`src/rtl/gsm_pkg.sv`:
```
// Shared game-state definitions: state encodings and command opcodes.
// The mole-control and display blocks use the same package.
package gsm_pkg;

    typedef enum logic [2:0] {
        GS_READY     = 3'b001,
        GS_PLAYING   = 3'b010,
        GS_OVER      = 3'b011,
        GS_STAGE_CLR = 3'b100,
        GS_GAME_CLR  = 3'b101,
        GS_COUNTDOWN = 3'b110
    } state_t;

    typedef enum logic [2:0] {
        OP_HIT     = 3'd0,
        OP_MISS    = 3'd1,
        OP_PAUSE   = 3'd2,
        OP_RESUME  = 3'd3,
        OP_START   = 3'd4,
        OP_NEXT    = 3'd5,
        OP_RESTART = 3'd7
    } op_t;

    localparam int TIMER_W = 7;

endpackage

```
`src/rtl/game_state_ctrl_if.sv`:
```
// Command port of the game state manager: valid/ready request plus
// one-cycle done/err completion pulses.
interface game_state_ctrl_if;
    import gsm_pkg::*;

    logic cmd_valid;
    logic cmd_ready;
    op_t  cmd_op;
    logic done;
    logic err;

    modport master (output cmd_valid, cmd_op, input cmd_ready, done, err);
    modport slave  (input cmd_valid, cmd_op, output cmd_ready, done, err);

endinterface

```
`src/rtl/gsm_sec_tick.sv`:
```
// Second divider: counts 0..TICKS-1 while enabled and flags the terminal
// count. Dropping the enable holds the count so a pause keeps sub-second
// progress; clr restarts it from zero.
module gsm_sec_tick #(
    parameter int TICKS = 1000000
) (
    input  logic clk_1mhz,
    input  logic rst,
    input  logic en,
    input  logic clr,
    output logic tc
);
    localparam int CW = (TICKS > 1) ? $clog2(TICKS) : 1;
    localparam logic [CW-1:0] LAST = CW'(TICKS - 1);

    logic [CW-1:0] cnt;

    assign tc = en && (cnt == LAST);

    // Advance the count while enabled, wrapping at the terminal count
    always_ff @(posedge clk_1mhz) begin
        if (rst || clr) begin
            cnt <= '0;
        end else if (en) begin
            cnt <= (cnt == LAST) ? '0 : cnt + 1'b1;
        end
    end

endmodule

```
`src/rtl/game_state_ctrl.sv`:
```
// Game state manager for the mole game: FSM, per-stage countdown timer,
// lives and score, driven through a valid/ready command port.
// Optional build macro GAME_STATE_CTRL_HISCORE_EN keeps a best-score
// register; without it hi_score is tied to zero.
//
// state        | meaning
// READY        | waiting for START, timer preset to the ready length
// COUNTDOWN    | ready countdown running, then play starts automatically
// PLAYING      | stage in progress, HIT/MISS accepted
// OVER         | lives exhausted, only RESTART leaves
// STAGE_CLR    | stage time expired, NEXT goes to READY for the next stage
// GAME_CLR     | last stage expired, only RESTART leaves
module game_state_ctrl
    import gsm_pkg::*;
#(
    parameter int TICKS_PER_SEC = 1000000,
    parameter int NUM_STAGES    = 3,
    parameter int MAX_LIVES     = 3,
    parameter int READY_SEC     = 4,
    parameter int PLAY_SEC      = 30,
    parameter int SCORE_W       = 10
) (
    input  logic                              clk_1mhz,
    input  logic                              rst,
    game_state_ctrl_if.slave                  cmd,
    output logic                              sec_tick,
    output logic                              timer_running,
    output logic [TIMER_W-1:0]                timer,
    output logic [2:0]                        state,
    output logic [$clog2(NUM_STAGES+1)-1:0]   stage,
    output logic [$clog2(MAX_LIVES+1)-1:0]    lives,
    output logic [SCORE_W-1:0]                score,
    output logic [SCORE_W-1:0]                hi_score
);
    localparam int SW = $clog2(NUM_STAGES + 1);
    localparam int LW = $clog2(MAX_LIVES + 1);

    localparam logic [2:0] ST_READY     = GS_READY;
    localparam logic [2:0] ST_PLAYING   = GS_PLAYING;
    localparam logic [2:0] ST_OVER      = GS_OVER;
    localparam logic [2:0] ST_STAGE_CLR = GS_STAGE_CLR;
    localparam logic [2:0] ST_GAME_CLR  = GS_GAME_CLR;
    localparam logic [2:0] ST_COUNTDOWN = GS_COUNTDOWN;

    localparam logic [TIMER_W-1:0] T_READY    = TIMER_W'(READY_SEC);
    localparam logic [TIMER_W-1:0] T_PLAY     = TIMER_W'(PLAY_SEC);
    localparam logic [TIMER_W-1:0] T_ONE      = TIMER_W'(1);
    localparam logic [SW-1:0]      STAGE_ONE  = SW'(1);
    localparam logic [SW-1:0]      STAGE_LAST = SW'(NUM_STAGES);
    localparam logic [LW-1:0]      LIVES_FULL = LW'(MAX_LIVES);
    localparam logic [LW-1:0]      LIVES_ONE  = LW'(1);

    logic tick;
    logic expire;
    logic accept;
    logic legal;
    logic exec;
    logic restart;
    logic go_over;
    logic go_gclr;
    logic run_state;

    // Divider only runs while there is time left to count down
    gsm_sec_tick #(.TICKS(TICKS_PER_SEC)) u_sec_tick (
        .clk_1mhz (clk_1mhz),
        .rst      (rst),
        .en       (timer_running && (timer != '0)),
        .clr      (restart),
        .tc       (tick)
    );

    // Commands are held off on the expiry edge so a transition never races one
    assign expire        = tick && (timer == T_ONE);
    assign cmd.cmd_ready = !expire;
    assign accept        = cmd.cmd_valid && cmd.cmd_ready;
    assign exec          = accept && legal;
    assign restart       = exec && (cmd.cmd_op == OP_RESTART);
    assign run_state     = (state == ST_PLAYING) || (state == ST_COUNTDOWN);
    assign go_over       = exec && (cmd.cmd_op == OP_MISS) && (lives == LIVES_ONE);
    assign go_gclr       = expire && (state == ST_PLAYING) && (stage == STAGE_LAST);

    // Decide whether the presented opcode is allowed in the current state
    always_comb begin
        legal = 1'b0;
        case (cmd.cmd_op)
            OP_HIT, OP_MISS: legal = (state == ST_PLAYING);
            OP_PAUSE:        legal = run_state && timer_running;
            OP_RESUME:       legal = run_state && !timer_running;
            OP_START:        legal = (state == ST_READY);
            OP_NEXT:         legal = (state == ST_STAGE_CLR);
            OP_RESTART:      legal = 1'b1;
            default:         legal = 1'b0;
        endcase
    end

    // Game FSM, timer and counters; command effects are applied after the
    // tick so a PAUSE on the terminal count still lets that tick land
    always_ff @(posedge clk_1mhz) begin
        if (rst) begin
            state         <= ST_READY;
            stage         <= STAGE_ONE;
            lives         <= LIVES_FULL;
            score         <= '0;
            timer         <= T_READY;
            timer_running <= 1'b0;
            sec_tick      <= 1'b0;
            cmd.done      <= 1'b0;
            cmd.err       <= 1'b0;
        end else begin
            cmd.done <= exec;
            cmd.err  <= accept && !legal;
            sec_tick <= tick && !restart;
            if (restart) begin
                state         <= ST_READY;
                stage         <= STAGE_ONE;
                lives         <= LIVES_FULL;
                score         <= '0;
                timer         <= T_READY;
                timer_running <= 1'b0;
            end else begin
                if (tick) begin
                    if (expire) begin
                        if (state == ST_COUNTDOWN) begin
                            state <= ST_PLAYING;
                            timer <= T_PLAY;
                        end else begin
                            state         <= go_gclr ? ST_GAME_CLR : ST_STAGE_CLR;
                            stage         <= go_gclr ? stage : stage + 1'b1;
                            timer         <= '0;
                            timer_running <= 1'b0;
                        end
                    end else begin
                        timer <= timer - 1'b1;
                    end
                end else if (timer_running && (timer == '0)) begin
                    timer_running <= 1'b0;
                end
                if (exec) begin
                    case (cmd.cmd_op)
                        OP_HIT: begin
                            if (score != {SCORE_W{1'b1}}) score <= score + 1'b1;
                        end
                        OP_MISS: begin
                            if (lives != '0) lives <= lives - 1'b1;
                            if (go_over) begin
                                state         <= ST_OVER;
                                timer_running <= 1'b0;
                            end
                        end
                        OP_PAUSE:  timer_running <= 1'b0;
                        OP_RESUME: timer_running <= 1'b1;
                        OP_START: begin
                            state         <= ST_COUNTDOWN;
                            timer         <= T_READY;
                            timer_running <= 1'b1;
                        end
                        OP_NEXT: begin
                            state <= ST_READY;
                            timer <= T_READY;
                        end
                        default: ;
                    endcase
                end
            end
        end
    end

`ifdef GAME_STATE_CTRL_HISCORE_EN
    // Capture the best score whenever a game ends; survives RESTART
    always_ff @(posedge clk_1mhz) begin
        if (rst) begin
            hi_score <= '0;
        end else if ((go_over || go_gclr) && (score > hi_score)) begin
            hi_score <= score;
        end
    end
`else
    assign hi_score = '0;
`endif

endmodule

```
`src/flat_wrapper.sv`:
```
// flat-port wrapper written by rule: the top's interface ports become plain ports
module game_state_ctrl_flat import gsm_pkg::*;
#(
    parameter int TICKS_PER_SEC = 1000000,
    parameter int NUM_STAGES    = 3,
    parameter int MAX_LIVES     = 3,
    parameter int READY_SEC     = 4,
    parameter int PLAY_SEC      = 30,
    parameter int SCORE_W       = 10
)
  (clk_1mhz, rst, sec_tick, timer_running, timer, state, stage, lives, score, hi_score, cmd_cmd_valid, cmd_cmd_op, cmd_cmd_ready, cmd_done, cmd_err);
  game_state_ctrl_if cmd_i ();
  input  logic clk_1mhz;
  input  logic rst;
  output logic sec_tick;
  output logic timer_running;
  output logic [TIMER_W-1:0] timer;
  output logic [2:0] state;
  output logic [$clog2(NUM_STAGES+1)-1:0] stage;
  output logic [$clog2(MAX_LIVES+1)-1:0] lives;
  output logic [SCORE_W-1:0] score;
  output logic [SCORE_W-1:0] hi_score;
  input wire logic [$bits(cmd_i.cmd_valid)-1:0] cmd_cmd_valid;
  input wire logic [$bits(cmd_i.cmd_op)-1:0] cmd_cmd_op;
  output wire logic [$bits(cmd_i.cmd_ready)-1:0] cmd_cmd_ready;
  output wire logic [$bits(cmd_i.done)-1:0] cmd_done;
  output wire logic [$bits(cmd_i.err)-1:0] cmd_err;
  assign cmd_i.cmd_valid = cmd_cmd_valid;
  assign cmd_i.cmd_op = cmd_cmd_op;
  assign cmd_cmd_ready = cmd_i.cmd_ready;
  assign cmd_done = cmd_i.done;
  assign cmd_err = cmd_i.err;
  game_state_ctrl #(.TICKS_PER_SEC(TICKS_PER_SEC), .NUM_STAGES(NUM_STAGES), .MAX_LIVES(MAX_LIVES), .READY_SEC(READY_SEC), .PLAY_SEC(PLAY_SEC), .SCORE_W(SCORE_W)) u_core (.clk_1mhz(clk_1mhz), .rst(rst), .cmd(cmd_i), .sec_tick(sec_tick), .timer_running(timer_running), .timer(timer), .state(state), .stage(stage), .lives(lives), .score(score), .hi_score(hi_score));
endmodule
```
`config.mk`:
```
export PLATFORM = sky130hd
export DESIGN_NAME = game_state_ctrl_flat
export DESIGN_NICKNAME = d
export VERILOG_FILES = /design/src/rtl/gsm_pkg.sv /design/src/rtl/game_state_ctrl_if.sv /design/src/rtl/gsm_sec_tick.sv /design/src/rtl/game_state_ctrl.sv /design/src/flat_wrapper.sv
export SDC_FILE = /design/constraint.sdc
export NUM_CORES = 1
export LEC_CHECK = 0
export CORE_MARGIN = 3
export CORE_UTILIZATION = 38
export DETAILED_ROUTE_END_ITERATION = 8
export PLACE_DENSITY = 0.69
export SLEW_MARGIN = 20
export SYNTH_ARGS = -nofsm -noshare
export SYNTH_HDL_FRONTEND = slang
export SYNTH_SLANG_ARGS = --single-unit
```
`constraint.sdc`:
```
create_clock -name clk_1mhz -period 3.4 [get_ports clk_1mhz]
set_input_delay 0.85 -clock clk_1mhz [delete_from_list [all_inputs] [get_ports clk_1mhz]]
set_output_delay 0.85 -clock clk_1mhz [all_outputs]
set_load 0.05 [all_outputs]
```
# == Word-level counts from Yosys, hierarchy flattened ==
# Index checks and enable logic that the tools add are counted.
# word_totals
out_inout_bits,39
input_bits,6
ff_bits,48
# op_classes
reduce_logical,32
n_mux,21
n_eq_ne,15
bitwise_logic,2
n_addsub,5
# op_table
operator,count
$mux W7,4
$add A20 B1 Y20 const B,1
$eq A20 B20 Y1 const B,1
$mux W20,1
$eq A3 B3 Y1 const B,5
$logic_and A1 B1 Y1,15
$mux W3,5
$add A10 B1 Y10 const B,1
$ne A10 B10 Y1 const B,1
$eq A3 B2 Y1 const B,3
$pmux W3 S3,1
$reduce_or A2 Y1,4
$eq A7 B1 Y1 const B,1
$logic_not A7 Y1,1
$mux W1,7
$reduce_bool A7 Y1,1
$sub A7 B1 Y7 const B,1
$eq A3 B1 Y1 const B,2
$pmux W1 S6,1
$reduce_and A3 Y1,2
$mux W5,1
$logic_not A1 Y1,4
$reduce_and A4 Y1,1
$logic_not A3 Y1,1
other kinds (8),10

# == Depth between registers and ports, before layout ==
# depth
ltp_word,13
depth_mapped,10
depth_no_buf,8

# == By module ==
# From an unflattened synthesis, not the netlist that was laid out.
# unflattened
cells_unflattened,307
hier_area_um2,2710.1
# by_module_without_submodules
module,area_per_inst_um2,n_inst,cells_each
game_state_ctrl,1644.1,1,196
gsm_sec_tick,1066.0,1,111

# == Worst setup path after synthesis ==
# Ideal clock, no wire load.
# synth_timing
kind,register to register
startpoint,reg u_core.timer[0]
endpoint,reg u_core.score[2]
arrival_ps,2865
path_buffers,2
stages_incl_launch_ff,11
period_less_slack_ps,2935
required_ps,3330
setup_ps,70
setup_slack_ps,465
path_cell_list,dfxtp_1 -> inv_1 -> ha_1 -> nor3b_1 -> a21boi_1 -> nand3_2 -> o211ai_2 -> buf_6 -> clkbuf_1 -> o21ai_0 -> a21oi_1
# synth_via
elab_chain_len,9
word_cells_on_any_way,11
classes_between,1 x eq/ne; 10 x reduce/logical
# synth_lines
element,line_no,text
"start, declared",game_state_ctrl.sv:28,"output logic [TIMER_W-1:0] timer,"
"start signal, assigned",game_state_ctrl.sv:133,timer <= timer - 1'b1;
$reduce_bool A7 Y1,game_state_ctrl.sv:67,".en (timer_running && (timer != '0)),"
$logic_and A1 B1 Y1,game_state_ctrl.sv:67,
$logic_and A1 B1 Y1,gsm_sec_tick.sv:18,assign tc = en && (cnt == LAST);
$logic_and A1 B1 Y1 (*),game_state_ctrl.sv:73,assign expire = tick && (timer == T_ONE);
$logic_not A1 Y1 (*),game_state_ctrl.sv:74,assign cmd.cmd_ready = !expire;
via cmd_cmd_ready,flat_wrapper.sv:25,output wire logic [$bits(cmd_i.cmd_ready)-1:0] cmd_cmd_ready;
$logic_and A1 B1 Y1 (*),game_state_ctrl.sv:75,assign accept = cmd.cmd_valid && cmd.cmd_ready;
$logic_and A1 B1 Y1 (*),game_state_ctrl.sv:76,assign exec = accept && legal;
$logic_and A1 B1 Y1,game_state_ctrl.sv:77,assign restart = exec && (cmd.cmd_op == OP_RESTART);
$reduce_or A2 Y1 (no line),-,
"end signal, assigned",game_state_ctrl.sv:141,if (score != {SCORE_W{1'b1}}) score <= score + 1'b1;
"end, declared",game_state_ctrl.sv:32,"output logic [SCORE_W-1:0] score,"
# Mark *: on every way through the listed nets, which the timed path passes. The rest lies on a longest branch.
# A chain may end at the register's enable or synchronous reset.

# == Final worst setup path ==
# layout_timing
startpoint,in cmd_cmd_op[0]
endpoint,reg u_core.score[3]
# layout_via
elab_chain_len,6
word_cells_on_any_way,13
classes_between,6 x eq/ne; 1 x mux; 6 x reduce/logical
# layout_lines
element,line_no,text
"start, declared",flat_wrapper.sv:24,input wire logic [$bits(cmd_i.cmd_op)-1:0] cmd_cmd_op;
$eq A3 B1 Y1 or $logic_not A3 Y1 (tied branches),"game_state_ctrl.sv:85, game_state_ctrl.sv:139",
$reduce_or A2 Y1,game_state_ctrl.sv:85,case (cmd.cmd_op)
$pmux W1 S6,game_state_ctrl.sv:85,
$logic_and A1 B1 Y1,game_state_ctrl.sv:76,
$logic_and A1 B1 Y1,game_state_ctrl.sv:77,
$reduce_or A2 Y1 (no line),-,
# Several ways; a longest one is shown, not always the timed one.

==> flow_summary.ini <==
[run_status]
run_status = complete, no violations

[finish]
seqCellArea_um2 = 961
nFillCells = 634
area_growth_pct = 19.2
drive_gt1_frac = 0.0655
antennaDiodeCount = 0
multi_input_area_mm2 = 0.00152
layout_common_cells = dfxtp_1 (48), nor2_1 (35), clkdlybuf4s50_1 (33)
finalNetCount = 365
final_cells = 428
final_common_cell = dfxtp_1

[worst_setup_path]
worstSetupPathType = in2reg
slowest_delay_ps = 550
cp_common_cell = buf_4
cp_cell_sequence = clkdlybuf4s50_1 > buf_4 > xnor2_1 > a2111oi_1 > o211ai_2 > buf_4 > or3_1 > a21oi_1
path_buf_inv = 3
r2r-start = u_core.timer[1]$_SDFF_PP0_
cp_max_fo = 14
arrival_ps = 3150
worstPathRequired_ps = 3630
cp-end-kind = register
start_kind = input pin
crit_family = compound AO/OA/AOI/OAI gates
cp-startpoint = cmd_cmd_op[0]
cpMaxStageDelayCell = a2111oi_1

[flow_run]
drv_cap = 0

[power]
p_per_area_mw_per_mm2 = 341
p_sw_w = 0.000257
clkPwrFrac = 0.372
comb_power_share = 0.090
vdd_drop_max_v = 0.000187
p_seq_frac = 0.538
p_total_w = 0.00106
p_sw_frac = 0.243
p_leak_nw = 1.07
internal-power_w = 0.000802

[timing]
tns_ps = 0
maxSlewViolCount = 0
clock_skew_ps = 7.08
period_share = 0.859
slew_headroom = 0.523
fin_crit_ps = 2920
finalSetupViolCount = 0
max_freq_mhz = 342
rsz0062_at_grt = false
tightest_slew_ps = 713
hold_viol = 0

[clocking]
ctsHtreeMaxLevel = 2
cts_sinks = 48
cts_resized = 0
cts_buffers = 5
cts_root_buffer = clkbuf_8
cts_max_path_buffers = 2
tritoncts = done
postCtsHoldBufs = 0
clk_latency_ps = 300
postCtsSetupRepairBufs = 0
path_clk_slew_ps = 80

[synthesis]
yosys.area.top_type = dfxtp_1
postSynthAreaPerCell_um2 = 8.29
yosysTopAreaCellShare = 0.369
yosysSeqAreaShare = 0.369
synth_edf_count = 0
ys_warn_count = 0
syn_inst = 314
syn_area_mm2 = 0.00260
synth-seq-cells = 48
synth_flop_cell = dfxtp_1
async_flop_share = 0
synth_cell_type_count = 52
synthTopCellsByArea = dfxtp_1 (37%), nor2_1 (5.0%), xor2_1 (4.4%)

[global_routing]
grt_use_total = 0.154
grt_pass1_wl_um = 9800
antenna_found_initial = 0
grt_max_degree = 19
grt_pass1_vias = 2129
overflow = 0

[die]
die_h_um = 88.8
io_pins = 45
initial_core_util = 0.401
dieArea_mm2 = 0.00788
coreArea_mm2 = 0.00649
placementRows = 29
dieWidth_um = 88.8

[drt]
vias = 2328
wirelength_um = 5750
wire_per_inst_um = 13.4
firstDrtPassIters = 4
drt_iter0_markers = 123
drc = 0
detail-route-antenna-nets = 0
vias_per_cell = 5.44

[min_path]
worstHoldStart = u_core.u_sec_tick.cnt[1]$_SDFFE_PP0P_
hold_path_class = reg2reg

[place]
io_buffers = 34
place_congestion = 0.872
place_inst = 422
detailed_place_hpwl_um = 4220
[layer usage]
layer	GRT usage	wire length [um]	vias up
met2	0.251	2690	55
met1	0.206	2780	1082
met3	0.0354	241	6
met5	0	0	-
li1	-	-	1185
met4	0.0357	38	0
[Yosys cell counts, types with 4 or more instances]
cell,n
dfxtp_1,48
nor2_1,35
nand2_1,26
a21oi_1,16
nand3_1,15
xor2_1,13
o21ai_0,12
buf_4,10
or3_1,10
xnor2_1,10
inv_1,9
clkbuf_1,8
nand4_1,8
nor3_1,8
ha_1,7
or4_1,7
and3_1,6
and4_1,5
o31ai_1,5
a211oi_1,4
[worst min-delay path: cells and delay by family (launching register included)]
| kind | cells | cell delay, ps |
|---|---|---|
| AO/OA/AOI/OAI | 1 | 50 |
| AND/OR/NAND/NOR | 1 | 60 |
| flip-flops | 1 | 340 |
[kinds of logic after synthesis]
logic type,after synthesis,synth area share
muxes,2,0.00769
buffers and inverters,29,0.0620
AOI/OAI and AO/OA,56,0.140
and+or+nand+nor,148,0.309
other,1,0.00144
adders and majority gates,7,0.0336
DFF,48,0.369
xor gates and xnor gates,23,0.0774
[worst paths after layout]
check,end,slack [ps],cells after the start
setup reg to reg,u_core.score[3]$_SDFFE_PP0P_,870,10
hold reg to reg,u_core.u_sec_tick.cnt[1]$_SDFFE_PP0P_,500,2
hold / removal,u_core.u_sec_tick.cnt[1]$_SDFFE_PP0P_,500,2
setup / recovery,u_core.score[3]$_SDFFE_PP0P_,480,8
[metrics by stage]
| stage | area, um^2 | util | setup WS (ps) | hold slack [ps] |
|---|---|---|---|---|
| global placement | 3000 | 0.463 | 235 | 478 |
| CTS | 3100 | 0.478 | 508 | 498 |
| floorplan | 2640 | - | 465 | 458 |
| finish | 3100 | 0.478 | 478 | 497 |
| global route | 3100 | 0.478 | 326 | 523 |
| detailed placement | 3000 | 0.463 | 178 | 485 |
[power by group through the flow]
stage | Combinational [W] | Clock (W) | Sequential [W]
after floorplan | 0.0000696 | 0 | 0.000593
after global placement | 0.0000954 | 0 | 0.000583
after detailed placement | 0.0000956 | 0 | 0.000583
after CTS | 0.0000958 | 0.000411 | 0.000570
after global routing | 0.000104 | 0.000429 | 0.000571
final | 0.0000954 | 0.000394 | 0.000570
[state kept, by name, indices dropped and copies added (netlist names)]
register,cells
u_core.state,3
u_core.sec_tick,1
u_core.timer,7
u_core.stage,2
u_core.score,10
u_core.u_sec_tick.cnt,20
u_core.cmd.err,1
u_core.lives,2
u_core.timer_running,1
u_core.cmd.done,1
[layout make-up]
| cell class | instances | share of cell area |
|---|---|---|
| Clock buffer | 5 | 0.0222 |
| Clock inverter | 1 | 0.00968 |
| Inverter | 9 | 0.0109 |
| Multi-Input combinational cell | 246 | 0.488 |
| Sequential cell | 48 | 0.310 |
| Tap cell | 77 | 0.0310 |
| Timing Repair Buffer | 42 | 0.128 |
Note: power is estimated with default switching activity, not from simulation.
